===== src/rtl/double_to_long.sv =====
// IEEE-754 double to signed 64-bit integer, round toward zero with saturation.
// Iterative converter: one operand in flight, stb/ack handshakes on both sides.
module double_to_long #(
  parameter int SHIFT_PER_CYCLE = 8
) (
  input  logic        clk,
  input  logic        rst_n,
  input  logic [63:0] in_a,
  input  logic        in_a_stb,
  output logic        in_a_ack,
  output logic [63:0] out_z,
  output logic        out_z_stb,
  input  logic        out_z_ack,
  output logic        out_ovf
);

  typedef enum logic [2:0] {IDLE, UNPACK, SHIFT, PACK, OUT} state_t;

  localparam logic [6:0]  SPC     = SHIFT_PER_CYCLE[6:0];
  localparam logic [63:0] INT_MAX = 64'h7FFF_FFFF_FFFF_FFFF;
  localparam logic [63:0] INT_MIN = 64'h8000_0000_0000_0000;

  state_t      state_q, state_d;
  logic [63:0] a_q, a_d;
  logic [63:0] mag_q, mag_d;
  logic [6:0]  cnt_q, cnt_d;
  logic        sign_q, sign_d;
  logic        special_q, special_d;
  logic        ovf_q, ovf_d;
  logic [63:0] out_z_q, out_z_d;
  logic        out_z_stb_q, out_z_stb_d;
  logic        out_ovf_q, out_ovf_d;
  logic        in_a_ack_q, in_a_ack_d;

  logic [10:0] exp;
  logic [51:0] frac;
  logic [10:0] cnt_full;
  logic [6:0]  amt;
  logic [6:0]  cnt_left;

  assign exp      = a_q[62:52];
  assign frac     = a_q[51:0];
  assign cnt_full = 11'd1086 - exp;

  always_comb begin
    state_d     = state_q;
    a_d         = a_q;
    mag_d       = mag_q;
    cnt_d       = cnt_q;
    sign_d      = sign_q;
    special_d   = special_q;
    ovf_d       = ovf_q;
    out_z_d     = out_z_q;
    out_ovf_d   = out_ovf_q;
    amt         = (cnt_q < SPC) ? cnt_q : SPC;
    cnt_left    = cnt_q - amt;
    case (state_q)
      IDLE: begin
        if (in_a_stb && in_a_ack_q) begin
          a_d     = in_a;
          state_d = UNPACK;
        end
      end
      UNPACK: begin
        sign_d    = a_q[63];
        special_d = 1'b1;
        ovf_d     = 1'b0;
        mag_d     = '0;
        cnt_d     = '0;
        state_d   = PACK;
        if (exp < 11'd1023) begin
          mag_d = '0;
        end else if (exp == 11'd2047) begin
          ovf_d = 1'b1;
          mag_d = (frac != '0 || a_q[63]) ? INT_MIN : INT_MAX;
        end else if (exp >= 11'd1086) begin
          // -2^63 is the one value at this exponent that is representable
          if (a_q[63] && exp == 11'd1086 && frac == '0) begin
            mag_d = INT_MIN;
          end else begin
            ovf_d = 1'b1;
            mag_d = a_q[63] ? INT_MIN : INT_MAX;
          end
        end else begin
          special_d = 1'b0;
          mag_d     = {1'b1, frac, 11'b0};
          cnt_d     = cnt_full[6:0];
          state_d   = SHIFT;
        end
      end
      SHIFT: begin
        mag_d = mag_q >> amt;
        cnt_d = cnt_left;
        if (cnt_left == '0) state_d = PACK;
      end
      PACK: begin
        out_z_d   = (special_q || !sign_q) ? mag_q : -mag_q;
        out_ovf_d = ovf_q;
        state_d   = OUT;
      end
      OUT: begin
        if (out_z_ack) state_d = IDLE;
      end
      default: state_d = IDLE;
    endcase
    in_a_ack_d  = (state_d == IDLE);
    out_z_stb_d = (state_d == OUT);
  end

  always_ff @(posedge clk or negedge rst_n) begin
    if (!rst_n) begin
      state_q     <= IDLE;
      a_q         <= '0;
      mag_q       <= '0;
      cnt_q       <= '0;
      sign_q      <= 1'b0;
      special_q   <= 1'b0;
      ovf_q       <= 1'b0;
      out_z_q     <= '0;
      out_z_stb_q <= 1'b0;
      out_ovf_q   <= 1'b0;
      in_a_ack_q  <= 1'b0;
    end else begin
      state_q     <= state_d;
      a_q         <= a_d;
      mag_q       <= mag_d;
      cnt_q       <= cnt_d;
      sign_q      <= sign_d;
      special_q   <= special_d;
      ovf_q       <= ovf_d;
      out_z_q     <= out_z_d;
      out_z_stb_q <= out_z_stb_d;
      out_ovf_q   <= out_ovf_d;
      in_a_ack_q  <= in_a_ack_d;
    end
  end

  assign in_a_ack  = in_a_ack_q;
  assign out_z     = out_z_q;
  assign out_z_stb = out_z_stb_q;
  assign out_ovf   = out_ovf_q;

endmodule

===== config.mk =====
export PLATFORM = sky130hd
export DESIGN_NAME = double_to_long
export DESIGN_NICKNAME = d
export VERILOG_FILES = /design/src/rtl/double_to_long.sv
export SDC_FILE = /design/constraint.sdc
export NUM_CORES = 1
export LEC_CHECK = 0
export CAP_MARGIN = 25
export CORE_MARGIN = 5
export CORE_UTILIZATION = 30
export CTS_CLUSTER_SIZE = 30
export DETAILED_ROUTE_END_ITERATION = 7
export SETUP_SLACK_MARGIN = 0.3
export SLEW_MARGIN = 20
export SYNTH_ARGS = -nofsm -noshare
export SYNTH_HDL_FRONTEND = slang
export SYNTH_SLANG_ARGS = --single-unit

===== constraint.sdc =====
create_clock -name clk -period 3.2 [get_ports clk]
set_input_delay 0.64 -clock clk [delete_from_list [all_inputs] [get_ports clk]]
set_output_delay 0.64 -clock clk [all_outputs]
set_load 0.05 [all_outputs]

---- After elaboration in Yosys (flattened, before gate mapping) ----
Cells that the tools add are included.
operators by class
  $add $sub $neg .......................... 3
  $mul .................................... 0
  divide/modulo/power cells ............... 0
  order comparisons ....................... 3
  eq/ne operators ......................... 7
  shift-type cells ........................ 1
  mux-type cells .......................... 27
  bitwise logic cells ..................... 0
  reduce and logical (&&, ||, !) cells .... 13
operators by type and width
  cell                                                           count
  2-to-1 mux 64 bit                                              7
  one-hot mux 64 bit (2 select lines)                            1
  negator 64 bit                                                 1
  right shift 64 x 7 -> 64 bit                                   1
  zero test 52 bit                                               1
  nonzero test 52 bit                                            1
  2-to-1 mux 7 bit                                               4
  == test 11 bit (second input constant)                         2
  one-hot mux 3 bit (5 select lines)                             1
  one-hot mux 7 bit (2 select lines)                             1
  >= comparator 11 bit (second input constant)                   1
  less-than comparator 11 x 10 -> 1 bit (second input constant)  1
  2-to-1 mux 1 bit                                               10
  2-to-1 mux 3 bit                                               3
  zero test 7 bit                                                1
  less-than comparator 7 x 4 -> 1 bit (second input constant)    1
  subtractor 6 x 7 -> 7 bit (first input constant)               1
  subtractor 7 bit                                               1
  == test 3 x 2 -> 1 bit (second input constant)                 2
  == test 3 bit (second input constant)                          2
  zero test 3 bit                                                2
  == test 3 x 1 -> 1 bit (second input constant)                 1
  logical AND 1 bit                                              3
  logical OR 1 bit                                               2
  other kinds (3)                                                3
storage, ports and cells
  flip-flop bits (word level) ............. 208
  bits in latches ......................... 0
  RAM bits ................................ 0
  memory bits (read-only) ................. 0
  bits of input ports ..................... 68
  output and inout port bits .............. 67
  word-level logic and storage cells ...... 65
  memories kept ........................... 0

---- Depth between registers and ports, before layout ----
  depth in word-level cells ............... 8
  mapped depth ............................ 14
  mapped depth without buffers ............ 9

---- Worst setup path before layout ----
Ideal clock, no wire load.
  path type ............................... reg2reg
  start ................................... register cnt_q[3]
  end ..................................... register in_a_ack_q (netlist: in_a_ack)
  library setup time ...................... 0.135 ns
  arrival ................................. 2.828 ns
  data required time ...................... 3.065 ns
  path slack .............................. 0.237 ns
  stages on the path, launching flop included .. 15
  buffers on the path ..................... 5
  period minus slack after synthesis ...... 2.963 ns
  path through ............................ dfrtp_1 -> clkbuf_1 -> or4_1 -> clkbuf_1 -> clkbuf_1 -> buf_1 -> clkbuf_1 -> nand2_1 -> ha_1 -> o31ai_1 -> nand3_1 -> o21ai_0 -> nand3_1 -> o221ai_1 -> nor3_1
on the way
  cells in the longest elaborated chain, start to end .. 7
RTL lines
  item                                  line  source
  start, declared                       26    logic [6:0] cnt_q, cnt_d;
  start signal, assigned                127   cnt_q <= cnt_d;
  less-than comparator 7 x 4 -> 1 bit   55    amt = (cnt_q < SPC) ? cnt_q : SPC;
  2-to-1 mux 7 bit                      55
  subtractor 7 bit *                    56    cnt_left = cnt_q - amt;
  zero test 7 bit *                     94    if (cnt_left == '0) state_d = PACK;
  2-to-1 mux 3 bit *                    94
  one-hot mux 3 bit (5 select lines) *  57    case (state_q)
  named net state_d[0]                  23    state_t state_q, state_d;
  zero test 3 bit *                     106   in_a_ack_d = (state_d == IDLE);
  named net in_a_ack_d                  33    logic in_a_ack_q, in_a_ack_d;
  end signal, assigned                  134   in_a_ack_q <= in_a_ack_d;
  end, declared                         33
The timed path passes the listed nets; every way through them passes the cells marked *.
A chain may end at the register's enable or synchronous reset.

---- Worst setup path after layout ----
  start ................................... register mag_q[55]
  end ..................................... register out_z_q[59] (netlist: out_z[59])
on the way
  cells in the longest elaborated chain, start to end .. 2
RTL lines
  item                    line  source
  start, declared         25    logic [63:0] mag_q, mag_d;
  start signal, assigned  126   mag_q <= mag_d;
  negator 64 bit          97    out_z_d = (special_q || !sign_q) ? mag_q : -mag_q;
  2-to-1 mux 64 bit       97
  end signal, assigned    131   out_z_q <= out_z_d;
  end, declared           30    logic [63:0] out_z_q, out_z_d;
No other way between the ends.

==> metrics.csv <==
stage,metric,value,unit
status,outcome,completed,
sta,period utilization,88.84,%
power,peak supply drop,0.5439,mV
cts,total CTS buffers,27,
synth,top post-synthesis cells by area,"dfrtp_1 38%, mux2_2 6.1%, o21ai_0 5.2%",
global_route,largest net degree at the start of global routing,98,
global_route,first-pass GRT wire length,78240,um
worst_setup_path,Worst R2R End,out_z[59]$_DFFE_PN0N_,
synth,Mapped Area,13570,um2
cts,Max Buffers Root-to-Sink,3,
worst_setup_path,"critical path fanouts, max",8,
power,Int Power,10.63,mW
cts,hold_buf cts,0,
worst_setup_path,Crit Reg-Reg Startpoint,mag_q[55]$_DFFE_PN0P_,
global_route,gr ovfl total,0,
sta,Max Fclk,351.7,MHz
sta,Final WS setup,0.3570,ns
synth,Async SR Flop Fraction,100.0,%
power,Sw Pwr,10.80,mW
synth,"Top FF cell, synth",dfrtp_1,
power,Lkg Pwr,6.507,nW
sta,Final Max Slew Viols,0,
placement,port buffer count,134,
synth,"Distinct cells, synth",77,
floorplanning,die area,49580,um2
final_layout,Area Overhead vs Synth,23.38,%
floorplanning,Die Width,222.7,um
final_layout,Final Cell Area,16740,um2
final_layout,diodes inserted,0,
drt,Routed Antenna Nets,0,
global_route,GR peak layer,met1,
flow_run,number of max-cap violations,0,
final_layout,nets,1771,
floorplanning,std cell rows,78,
sta,Least-Margin Pin Slew,0.8899,ns
worst_setup_path,Worst EP arrival,3.27,ns
synth,synthesized instance count,1623,
cts,root buffer cell,clkbuf_16,
placement,placed cells,2268,
cts,post-CTS setup buffers,0,
placement,pre-CTS setup slack,0.3391,ns
global_route,met2 Use GR,28.32,%
global_route,met3 usage,5.258,%
synth,Syn Nets,1696,
final_layout,layout cells sized above 1,14.80,%
drt,via/cell ratio,5.738,
final_layout,"Cell Count, Final, Fillers Out",2316,
floorplanning,CORE AREA,45090,um2
global_route,GR Util met1,29.12,%
sta,Final Critical Period,2.843,ns
final_layout,"most common cell after layout, fill and taps aside",dfrtp_1,
placement,routability cong.,0.9392,
sta,RSZ-0062 raised after global routing,true,
global_route,GRT Util Overall,19.61,%
synth,"EDFF count, synth",0,
cts,clock tree sinks,208,
placement,DP Wirelength,36580,um
sta,Fin Clk Skew,0.01345,ns
cts,maximum level of the CTS H-tree,1,
synth,Syn. warnings,0,
cts,"CTS clk-pin slew, worst paths",0.06,ns
floorplanning,Die Ht,222.7,um
synth,register area share after synthesis,38.36,%
worst_setup_path,Worst Path Required,3.63,ns
sta,final setup vio count,0,
sta,Fin. Hold Viols,0,
power,Final Power,21.43,mW
drt,Remaining DRCs,0,
synth,Synth Area per Inst,8.360,um2
cts,CTS tree,yes,
drt,First-pass DRT Iterations,5,
power,Clock power frac,14.1,%
power,share of power burned in registers,25.3,%
floorplanning,Initial Util,30.09,%
synth,largest area contributor in the netlist,dfrtp_1,
synth,Seq cells post-synth,208,
power,Comb pwr share,60.6,%
worst_setup_path,startpoint type of the worst setup path,flip-flop,
synth,Synth top area share,38.36,%
drt,Total Wirelength,50440,um
power,PD cells,1280,nW/um2
power,Sw Share,50.39,%
drt,DR WL/cell,21.78,um
worst_setup_path,Setup crit start,mag_q[55]$_DFFE_PN0P_,
global_route,initial antenna violation count,0,
drt,Via Count,13290,
worst_setup_path,path type of the worst setup path,reg -> reg,
worst_setup_path,R2R setup slack,0.36,ns
final_layout,most frequent cells in the layout,"203 x dfrtp_1, 160 x nor2_1, 145 x nand2_1",
floorplanning,num ports,135,
sta,Final TNS setup,0,ns
worst_setup_path,element type at the critical path end,flip-flop,
worst_setup_path,r2r worst-path depth,6,
drt,DRT iter0 DRCs,1714,
sta,Slew headroom,40.13,%
worst_hold_path,Tightest Hold Check Type,in -> async,
placement,Placed Area,15810,um2
cts,latest clock arrival within the worst-skew pair,0.56,ns
worst_setup_path,end of the critical path,out_z[59]$_DFFE_PN0N_,
global_route,vias in the first global route,12500,
## repair_timing
action,4_1_cts,5_1_grt
gates resized for setup,1,10
pin swaps,0,1
setup endpoints to repair,1,35
## registers in the layout, summed over array words and instances (netlist names), 3 cells and up
| signal | flops |
|---|---|
| mag_q | 64 |
| out_z | 64 |
| a_q | 64 |
| cnt_q | 7 |
| state_q | 3 |
## logic make-up (layout without fill, tap and decap cells)
group,after synthesis,in the layout,share of synthesized area (%)
flops,208,208,38.36
fa+ha+maj,5,5,0.4611
simple gates,508,508,17.81
mux,105,105,8.521
buf+inv,207,300,5.828
xor+xnor,62,62,4.002
other cells,1,1,0.02764
compound gates,527,527,24.99
## synth_stat cells (30+ instances only)
library cell and count:
dfrtp_1 208, mux2i_1 30, a31oi_1 51, mux2_2 74, o21ai_0 142, clkbuf_1 161
xnor2_1 41, nor2_1 160, nand2_1 146, o211ai_1 30, nand3_1 41, a22oi_1 31
a21oi_1 106
## worst min-delay path by stage
stage | from | end | slack (ns) | depth (start not counted)
2_1_floorplan | rst_n | a_q[0]$_DFFE_PN0P_ | 0.34 | 0
3_3_place_gp | out_z[3]$_DFFE_PN0N_ | out_z[3]$_DFFE_PN0N_ | 0.46 | 2
3_5_place_dp | out_z[54]$_DFFE_PN0N_ | out_z[54]$_DFFE_PN0N_ | 0.47 | 2
4_1_cts | rst_n | mag_q[12]$_DFFE_PN0P_ | 0.13 | 1
5_1_grt | rst_n | mag_q[12]$_DFFE_PN0P_ | 0.15 | 1
6_report | rst_n | cnt_q[4]$_DFFE_PN0P_ | 0.11 | 1
## power by group through the flow
stage / combinational (mW) / sequential, mW / clock, mW
2_1_floorplan: 7.80 / 5.83 / 0
3_3_place_gp: 12.6 / 5.33 / 0
3_5_place_dp: 12.7 / 5.42 / 0
4_1_cts: 12.8 / 5.37 / 3.10
5_1_grt: 14.0 / 5.61 / 3.20
6_report: 13.0 / 5.42 / 3.02
## area by class of cell
type | count | area [um2]
Multi-Input combinational cell | 1208 | 7641
Timing Repair Buffer | 227 | 2160
Clock buffer | 39 | 780.7
Tap cell | 600 | 750.7
Inverter | 26 | 97.59
Clock inverter | 8 | 96.34
Sequential cell | 208 | 5214
Fill cell | 4698 | 28350
## per-stage QoR
step / hold WS (ns) / util [%]
after floorplan: 0.3444 / -
after global routing: 0.1513 / 37.13
final: 0.1135 / 37.13
after detailed placement: 0.4694 / 35.05
after global placement: 0.4634 / 35.05
after CTS: 0.1319 / 37.01
## per-layer routing
layer | share of wire [%] | wire (um)
met1 | 45 | 22810
met2 | 42 | 21140
met3 | 10 | 5151
met4 | 2.6 | 1336
met5 | 0 | 0
## critical path, stage by stage (launching register included)
cell     delay, ns
dfrtp_1       0.55
nor4_1        0.84
nand4_1       0.44
or3_1         0.47
o31ai_4       0.18
xor2_1        0.16
o21ai_1       0.07
(Power assumes the default switching activity.)
